--- config.mk ---
export PLATFORM = sky130hd
export DESIGN_NAME = operand_fetch
export DESIGN_NICKNAME = d
export VERILOG_FILES = /design/src/rtl/operand_fetch.sv
export SDC_FILE = /design/constraint.sdc
export NUM_CORES = 1
export LEC_CHECK = 0
export CORE_MARGIN = 4
export CORE_UTILIZATION = 30
export CTS_BUF_LIST = sky130_fd_sc_hd__clkbuf_8
export CTS_CLUSTER_SIZE = 24
export DETAILED_ROUTE_END_ITERATION = 10
export GPL_ROUTABILITY_DRIVEN = 0
export GPL_TIMING_DRIVEN = 1
export PLACE_DENSITY = 0.73
export SLEW_MARGIN = 10
export SYNTH_ARGS = -nofsm -noshare
export SYNTH_HDL_FRONTEND = slang
export SYNTH_SLANG_ARGS = --single-unit
--- constraint.sdc ---
create_clock -name clk -period 1.8 [get_ports clk]
set_input_delay 0.18 -clock clk [delete_from_list [all_inputs] [get_ports clk]]
set_output_delay 0.18 -clock clk [all_outputs]
set_load 0.005 [all_outputs]
--- src/rtl/operand_fetch.sv ---
// operand_fetch: register-bank operand fetch with a registered-ready output/skid buffer pair.
// Defining OPFETCH_BYPASS_EN forwards same-cycle bank writes (ALUBus) into captured and held operands.
module operand_fetch #(
  parameter int WIDTH   = 16,
  parameter int STALL_W = 8
) (
  input  logic               clk,
  input  logic               reset,
  input  logic [WIDTH-1:0]   r0,
  input  logic [WIDTH-1:0]   r1,
  input  logic [WIDTH-1:0]   r2,
  input  logic [WIDTH-1:0]   r3,
  input  logic [WIDTH-1:0]   r4,
  input  logic [WIDTH-1:0]   r5,
  input  logic [WIDTH-1:0]   r6,
  input  logic [WIDTH-1:0]   r7,
  input  logic [WIDTH-1:0]   r8,
  input  logic [WIDTH-1:0]   r9,
  input  logic [WIDTH-1:0]   r10,
  input  logic [WIDTH-1:0]   r11,
  input  logic [WIDTH-1:0]   r12,
  input  logic [WIDTH-1:0]   r13,
  input  logic [WIDTH-1:0]   r14,
  input  logic [WIDTH-1:0]   r15,
  input  logic [15:0]        regEnable,
  input  logic [WIDTH-1:0]   ALUBus,
  input  logic               in_valid,
  output logic               in_ready,
  input  logic [3:0]         srcA_sel,
  input  logic [3:0]         srcB_sel,
  input  logic [WIDTH-1:0]   imm,
  input  logic               use_imm,
  input  logic [3:0]         dest_in,
  output logic               out_valid,
  input  logic               out_ready,
  output logic [WIDTH-1:0]   A,
  output logic [WIDTH-1:0]   B,
  output logic [3:0]         dest_out,
  output logic [STALL_W-1:0] stall_cnt,
  output logic               write_err
);
  localparam logic [1:0] EMPTY = 2'd0, ONE = 2'd1, FULL = 2'd2;
`ifdef OPFETCH_BYPASS_EN
  localparam logic BYP = 1'b1;
`else
  localparam logic BYP = 1'b0;
`endif
  typedef struct packed {
    logic [WIDTH-1:0] a;
    logic [WIDTH-1:0] b;
    logic [3:0]       d;
    logic [3:0]       sa;
    logic [3:0]       sb;
    logic             im;
  } entry_t;
  // Source indices travel with each entry so held operands can pick up later bank writes.
  function automatic entry_t upd(input entry_t e, input logic [15:0] h, input logic [WIDTH-1:0] bus);
    entry_t u;
    u = e;
    u.a = h[e.sa] ? bus : e.a;
    u.b = (h[e.sb] && !e.im) ? bus : e.b;
    return u;
  endfunction
  logic [15:0][WIDTH-1:0] rf;
  logic [15:0]            hit;
  logic [1:0]             state_q, state_d;
  logic                   in_ready_q, acc, err_q, err_d;
  logic [STALL_W-1:0]     stall_q, stall_d;
  entry_t                 out_q, out_d, sk_q, sk_d, out_h, sk_h, cap;
  assign rf  = {r15, r14, r13, r12, r11, r10, r9, r8, r7, r6, r5, r4, r3, r2, r1, r0};
  assign hit = BYP ? regEnable : 16'h0;
  assign acc = in_valid & in_ready_q;
  assign out_valid = state_q != EMPTY;
  assign in_ready  = in_ready_q;
  assign A         = out_q.a;
  assign B         = out_q.b;
  assign dest_out  = out_q.d;
  assign stall_cnt = stall_q;
  assign write_err = err_q;
  assign stall_d = (out_valid && !out_ready && !(&stall_q)) ? stall_q + STALL_W'(1) : stall_q;
  assign err_d   = err_q | (|(regEnable & (regEnable - 16'd1)));
  always_comb begin
    cap.a  = hit[srcA_sel] ? ALUBus : rf[srcA_sel];
    cap.b  = use_imm ? imm : hit[srcB_sel] ? ALUBus : rf[srcB_sel];
    cap.d  = dest_in;
    cap.sa = srcA_sel;
    cap.sb = srcB_sel;
    cap.im = use_imm;
    out_h  = upd(out_q, hit, ALUBus);
    sk_h   = upd(sk_q, hit, ALUBus);
    state_d = state_q;
    out_d   = out_h;
    sk_d    = sk_h;
    case (state_q)
      EMPTY: begin
        state_d = acc ? ONE : EMPTY;
        out_d   = acc ? cap : out_h;
      end
      ONE: begin
        state_d = (acc && !out_ready) ? FULL : (!acc && out_ready) ? EMPTY : ONE;
        out_d   = (acc && out_ready) ? cap : out_h;
        sk_d    = (acc && !out_ready) ? cap : sk_h;
      end
      FULL: begin
        state_d = out_ready ? ONE : FULL;
        out_d   = out_ready ? sk_h : out_h;
      end
      default: state_d = EMPTY;
    endcase
  end
  always_ff @(posedge clk or negedge reset) begin
    if (!reset) begin
      state_q    <= EMPTY;
      in_ready_q <= 1'b1;
      out_q      <= '0;
      sk_q       <= '0;
      stall_q    <= '0;
      err_q      <= 1'b0;
    end else begin
      state_q    <= state_d;
      in_ready_q <= state_d != FULL;
      out_q      <= out_d;
      sk_q       <= sk_d;
      stall_q    <= stall_d;
      err_q      <= err_d;
    end
  end
endmodule

# Word level (Yosys, flattened, before mapping)
# Memory sizes are Yosys's and may differ from the RTL's.
# Cells that the tools add are included.
# Widths: inputs -> output; s select.
totals:
  inputBits: 321
  rom_bits: 96
  output_inout_bits: 47
  n_memories: 6
  regBits: 102
  wordCells: 86
mem_list:
  columns: ["memory", "words", "width", "rd", "rd_clocked_by_memory_dff", "write_ports", "line_no", "source"]
  rows:
  - ["(name not given)", 16, 1, 1, 0, 0, "61", "u.b = (h[e.sb] && !e.im) ? bus : e.b;"]
  - ["(name not given)", 16, 1, 1, 0, 0, "60", "u.a = h[e.sa] ? bus : e.a;"]
  - ["(name not given)", 16, 1, 1, 0, 0, "61", null]
  - ["(name not given)", 16, 1, 1, 0, 0, "60", null]
  - ["(name not given)", 16, 1, 1, 0, 0, "84", "cap.b = use_imm ? imm : hit[srcB_sel] ? ALUBus : rf[srcB_sel];"]
  - ["(name not given)", 16, 1, 1, 0, 0, "83", "cap.a = hit[srcA_sel] ? ALUBus : rf[srcA_sel];"]
classes:
  n_mux: 28
  addsub: 2
  reduce_logical: 19
  bitwise: 3
  eq_ne: 6
  order_cmp: 6
ops:
  columns: ["operator", "n"]
  rows:
  - ["$mux 45", 5]
  - ["$mux 16", 9]
  - ["$pmux 45 s3", 1]
  - ["$bmux 16 s4", 2]
  - ["$lt 4x5->1 const B", 6]
  - ["$and 16x16->16", 1]
  - ["$reduce_or 16->1", 1]
  - ["$sub 16x1->16 const B", 1]
  - ["$add 8x1->8 const B", 1]
  - ["$mux 1", 8]
  - ["$ne 2x2->1 const B", 4]
  - ["$reduce_and 8->1", 1]
  - ["$logic_and 1x1->1", 7]
  - ["$pmux 2 s3", 1]
  - ["$logic_not 1->1", 5]
  - ["$mux 2", 2]
  - ["$reduce_and 4->1", 1]
  - ["$reduce_bool 3->1", 1]
  - ["$eq 2x1->1 const B", 1]
  - ["$eq 2x2->1 const B", 1]
  - ["$logic_not 2->1", 1]
  - ["$reduce_and 2->1", 1]
  - ["$reduce_bool 2->1", 1]
  - ["$and 1x1->1", 1]
  - ["$or 1x1->1", 1]

# Longest topological paths before layout
logic_depth:
  depth_word: 7
  ltp_mapped: 9
  mapped_depth_nobuf: 6

# Least setup slack after synthesis
# No wires, ideal clock.
synth_timing:
  path_kind: "reg2reg"
  startpoint: "reg in_ready_q, in the netlist in_ready"
  endpoint: "reg out_q (netlist bit A[10])"
  setup_ns: 0.126
  n_path_buf: 1
  period_less_slack_ns: 2.033
  slack_ns: -0.233
  stages_incl_launch_ff: 8
  t_required_ns: 1.674
  arrival_time_ns: 1.907
  path_cell_list: "dfstp_2 -> and2_1 -> ha_1 -> nand2_1 -> a21oi_1 -> nor2_1 -> buf_4 -> a221o_1"
synth_via:
  elab_chain_cells: 4
  word_cells_on_any_way: 5
  classes_between: "mux: 3; bitwise: 1; reduce/logical: 1"
synth_lines:
  columns: ["element", "line_no", "source"]
  rows:
  - ["start: declaration", "67", "logic in_ready_q, acc, err_q, err_d;"]
  - ["start signal: assignment", "114", "in_ready_q <= 1'b1;"]
  - ["start signal: assignment", "121", "in_ready_q <= state_d != FULL;"]
  - ["$and 1x1->1 (*)", "72", "assign acc = in_valid & in_ready_q;"]
  - ["$logic_and 1x1->1", "101", "out_d = (acc && out_ready) ? cap : out_h;"]
  - ["$mux 45", "101", null]
  - ["$pmux 45 s3 (*)", "94", "case (state_q)"]
  - ["end signal: assignment", "122", "out_q <= out_d;"]
  - ["end: declaration", "69", "entry_t out_q, out_d, sk_q, sk_d, out_h, sk_h, cap;"]
# Every way passes the cells marked *; elsewhere a longest branch is shown, timed or not. The select of a mux whose other input is x is not followed.
# A chain may end at the register's enable or synchronous reset.

# Worst setup path in the final report
layout_timing:
  startpoint: "reg in_ready_q, in the netlist in_ready"
  endpoint: "reg out_q (netlist bit A[0])"
# The elaborated chain is that of the path after synthesis.

==> summary.txt <==
Place
  – Port-buffer cells: 351
  – DP Cell Count: 1430
  – Pre-CTS setup slack: -0.404 ns
  – DP HPWL: 29.7 mm

STA
  – Final setup fails: 0
  – Crit path time final: 1.79 ns
  – Crit share post-route: 0.993
  – Final worst slack: about 0.013 ns
  – Max transition margin: 0.336
  – Final Hold Viols: 0
  – Slew @ Worst Pin: ~0.99 ns
  – Max-slew violation count: 0
  – Max Clock Skew: approximately 0.010 ns
  – Fmax: 559 MHz

GRT
  – Gr usage total: 0.242
  – Vias in the first global route: 8834
  – Initial antenna violation count: 3
  – Global-route wire length before repair: 54.0 mm
  – Congestion Overflow GR: 0
  – Pin count of the biggest net entering global routing: 43

Yosys
  – Largest family of logic cells by synthesized area: multiplexers
  – Xor/xnor cell area share of the yosys netlist: 0.00768
  – Register area share after synthesis: 0.264
  – Mean area per synthesized cell: around 11 um2
  – Ys flop type: dfrtp_1
  – Mux share of post-synthesis cell area: 0.382
  – Number of enable flip-flop cells after synthesis: 0
  – Distinct cell type count after synthesis: 48
  – Post-Synth Simple-Gate Area: 0.103
  – Synth Instances: 729
  – Synth Cell Area: 7980 um2
  – Synth Register Bits: 84
  – Asr flop ratio synth: 1.00
  – Complex-gate fraction of the synthesized area: 0.184
  – Post-Synth Adder-Cell Area: 0.00470
  – Synth Warn #: 0
  – Net Count, Synth: 1053

Finish
  – Number of nets in the layout: 1446
  – Fraction of layout cells with a size suffix above 1: 0.211
  – Fillers: 2374
  – Post-Layout Cell Count: 1462
  – Commonest non-fill, non-tap cells in the layout: clkdlybuf4s50_1 (346), mux2i_1 (132), a22oi_1 (97)
  – Utilization after layout: 0.505
  – Commonest non-fill, non-tap cell in the layout: clkdlybuf4s50_1
  – Area delta synth->final: 65.5%
  – Inserted Diodes: 0

Pwr
  – Tot Pwr: between 10 and 15 mW
  – P_leak: 5.39 nW
  – Max VDD drop: around 550 uV
  – P per Cell Area: 843 nW/um2

Route
  – Total Wirelength: roughly 38 mm
  – Via/cell ratio: approximately 5.8
  – Router iterations before antenna repair: 5
  – # DRC: 0
  – Post-route ant nets: 0
  – Total number of vias: 8493
  – WL/cell: 25.9 um
  – 1st-iter DRT viols: 468

Clocking
  – Clk slew on worst S/H paths: 0.10 ns
  – Worst-Skew Late Latency: 0.38 ns
  – TritonCTS clock tree: yes
  – H-tree level count: 3
  – Clock Sinks: 84
  – CTS max path bufs: 2
  – CTS Buf Count: 9
  – Root Driver: clkbuf_8

Floorplan
  – Die X: 171 um
  – Starting Density: 0.305
  – Core area: 26100 um2
  – Die ar.: 29300 um2
  – FP Rows: 59
  – Die height: around 170 um
  – Top-Level Pins: 368

Min path
  – Worst hold path type: input port to async pin

Worst setup path
  – CP Launch Type: flip-flop
  – Worst r2r path cells: 7
  – CP max FO: 8
  – Critical Path AT: 2.05 ns
  – Critical Path RT: 2.06 ns
  – Setup crit end kind: flip-flop
  – Crit Path Class: flip-flop to flip-flop

Outcome
  – Status: completed

Flow run
  – Max-Cap Viols: 0
[per-stage QoR]
stage,hold WS [ns],setup TNS [ns],area (um2)
floorplan,-0.116,0,8000
global placement,0.0846,-12.93,12600
detailed placement,0.0868,-15.41,12600
CTS,0.218,0,12900
global route,0.245,-0.270,13200
finish,0.236,0,13200
[path summary, 6_finish.rpt]
path | from | endpoint | slack [ns]
setup / recovery | in_ready | A[0] | 0.01
hold / removal | reset | A[2] | 0.24
setup reg to reg | in_ready | A[0] | 0.01
hold reg to reg | sk_h[9] | sk_h[9] | 0.50
max in group asynchronous | reset | sk_q[18] | 0.90
min in group clk | dest_in[0] | sk_h[9] | 0.35
[layout make-up]
type | count | area, um2 | area share
Timing Repair Buffer | 460 | 4800 | 0.363
Clock inverter | 7 | 98.8 | 0.00748
Sequential cell | 84 | 2110 | 0.159
Multi-Input combinational cell | 562 | 5640 | 0.427
Clock buffer | 9 | 124 | 0.00938
Inverter | 5 | 18.8 | 0.00142
Tap cell | 335 | 419 | 0.0317
[cells in the mapped netlist (2+ instances only)]
library cell  count  share of area
mux2_2           17          0.024
buf_6             3         0.0042
buf_4             5         0.0047
nor2b_1           6         0.0047
ha_1              3         0.0047
xnor2_1           3         0.0033
nand2b_1          2         0.0016
clkbuf_1         42          0.020
a31oi_1          33          0.026
or2_2             4         0.0031
mux4_2           39           0.11
a21oi_1           9         0.0056
and4b_1          16          0.020
buf_12            3         0.0075
xor2_1            4         0.0044
mux4_1           24          0.079
o31ai_1          17          0.016
and2_1            3         0.0024
a221o_1          16          0.020
mux2i_1         132           0.17
a32oi_1          16          0.018
o22ai_1           2         0.0016
buf_1             2        0.00094
inv_1             5         0.0024
buf_2            22          0.014
nor3_1            8         0.0050
or4b_2           16          0.020
dfrtp_1          83           0.26
a22oi_1          97          0.091
nor2_1           27          0.013
nand2_1          33          0.016
nand3_1          21          0.013
[sequential cells by signal, indices dropped and copies added (netlist names)]
signal,count
sk_h,4
sk_q,32
state_q,2
B,16
dest_out,4
in_ready,1
stall_cnt,8
write_err,1
A,16
[layer usage]
layer  share of wire  up-vias  track usage
met5          0.0012        -            0
met4           0.024        6       0.0637
met3           0.070       64       0.0538
met2            0.51      405        0.429
met1            0.40     4195        0.298
li1                -     3823            -
[power by group]
group | internal, mW | switching (mW) | leakage, nW
Combinational | 3.54 | 2.62 | 4.28
Clock | 0.792 | 0.784 | 0.110
Sequential | 2.77 | 0.625 | 0.992
Total | 7.10 | 4.03 | 5.39
[logic make-up (layout without fill, tap and decap cells)]
| logic type | after synthesis | count (layout) |
|---|---|---|
| mux | 213 | 213 |
| flops | 84 | 84 |
| fa+ha+maj | 3 | 3 |
| simple gates | 142 | 143 |
| xor+xnor | 7 | 7 |
| compound gates | 196 | 196 |
| buf+inv | 84 | 481 |
[critical path, cell delays in order, from the launching register on]
cell and delay, ns:
dfstp_2 0.56, and2_4 0.17, ha_4 0.14, nand2_4 0.05, a21oi_4 0.17, buf_6 0.14
nor2_4 0.08, a221o_1 0.36
[repair_timing]
item,in CTS,in global routing
gates resized for setup,2,38
buffers inserted,3,5
pin swaps,0,12
gates cloned,2,5
setup endpoints to repair,17,52
hold buffers,1,0
hold endpoints to repair,18,0
No activity file was read; power rests on OpenSTA's default activity.
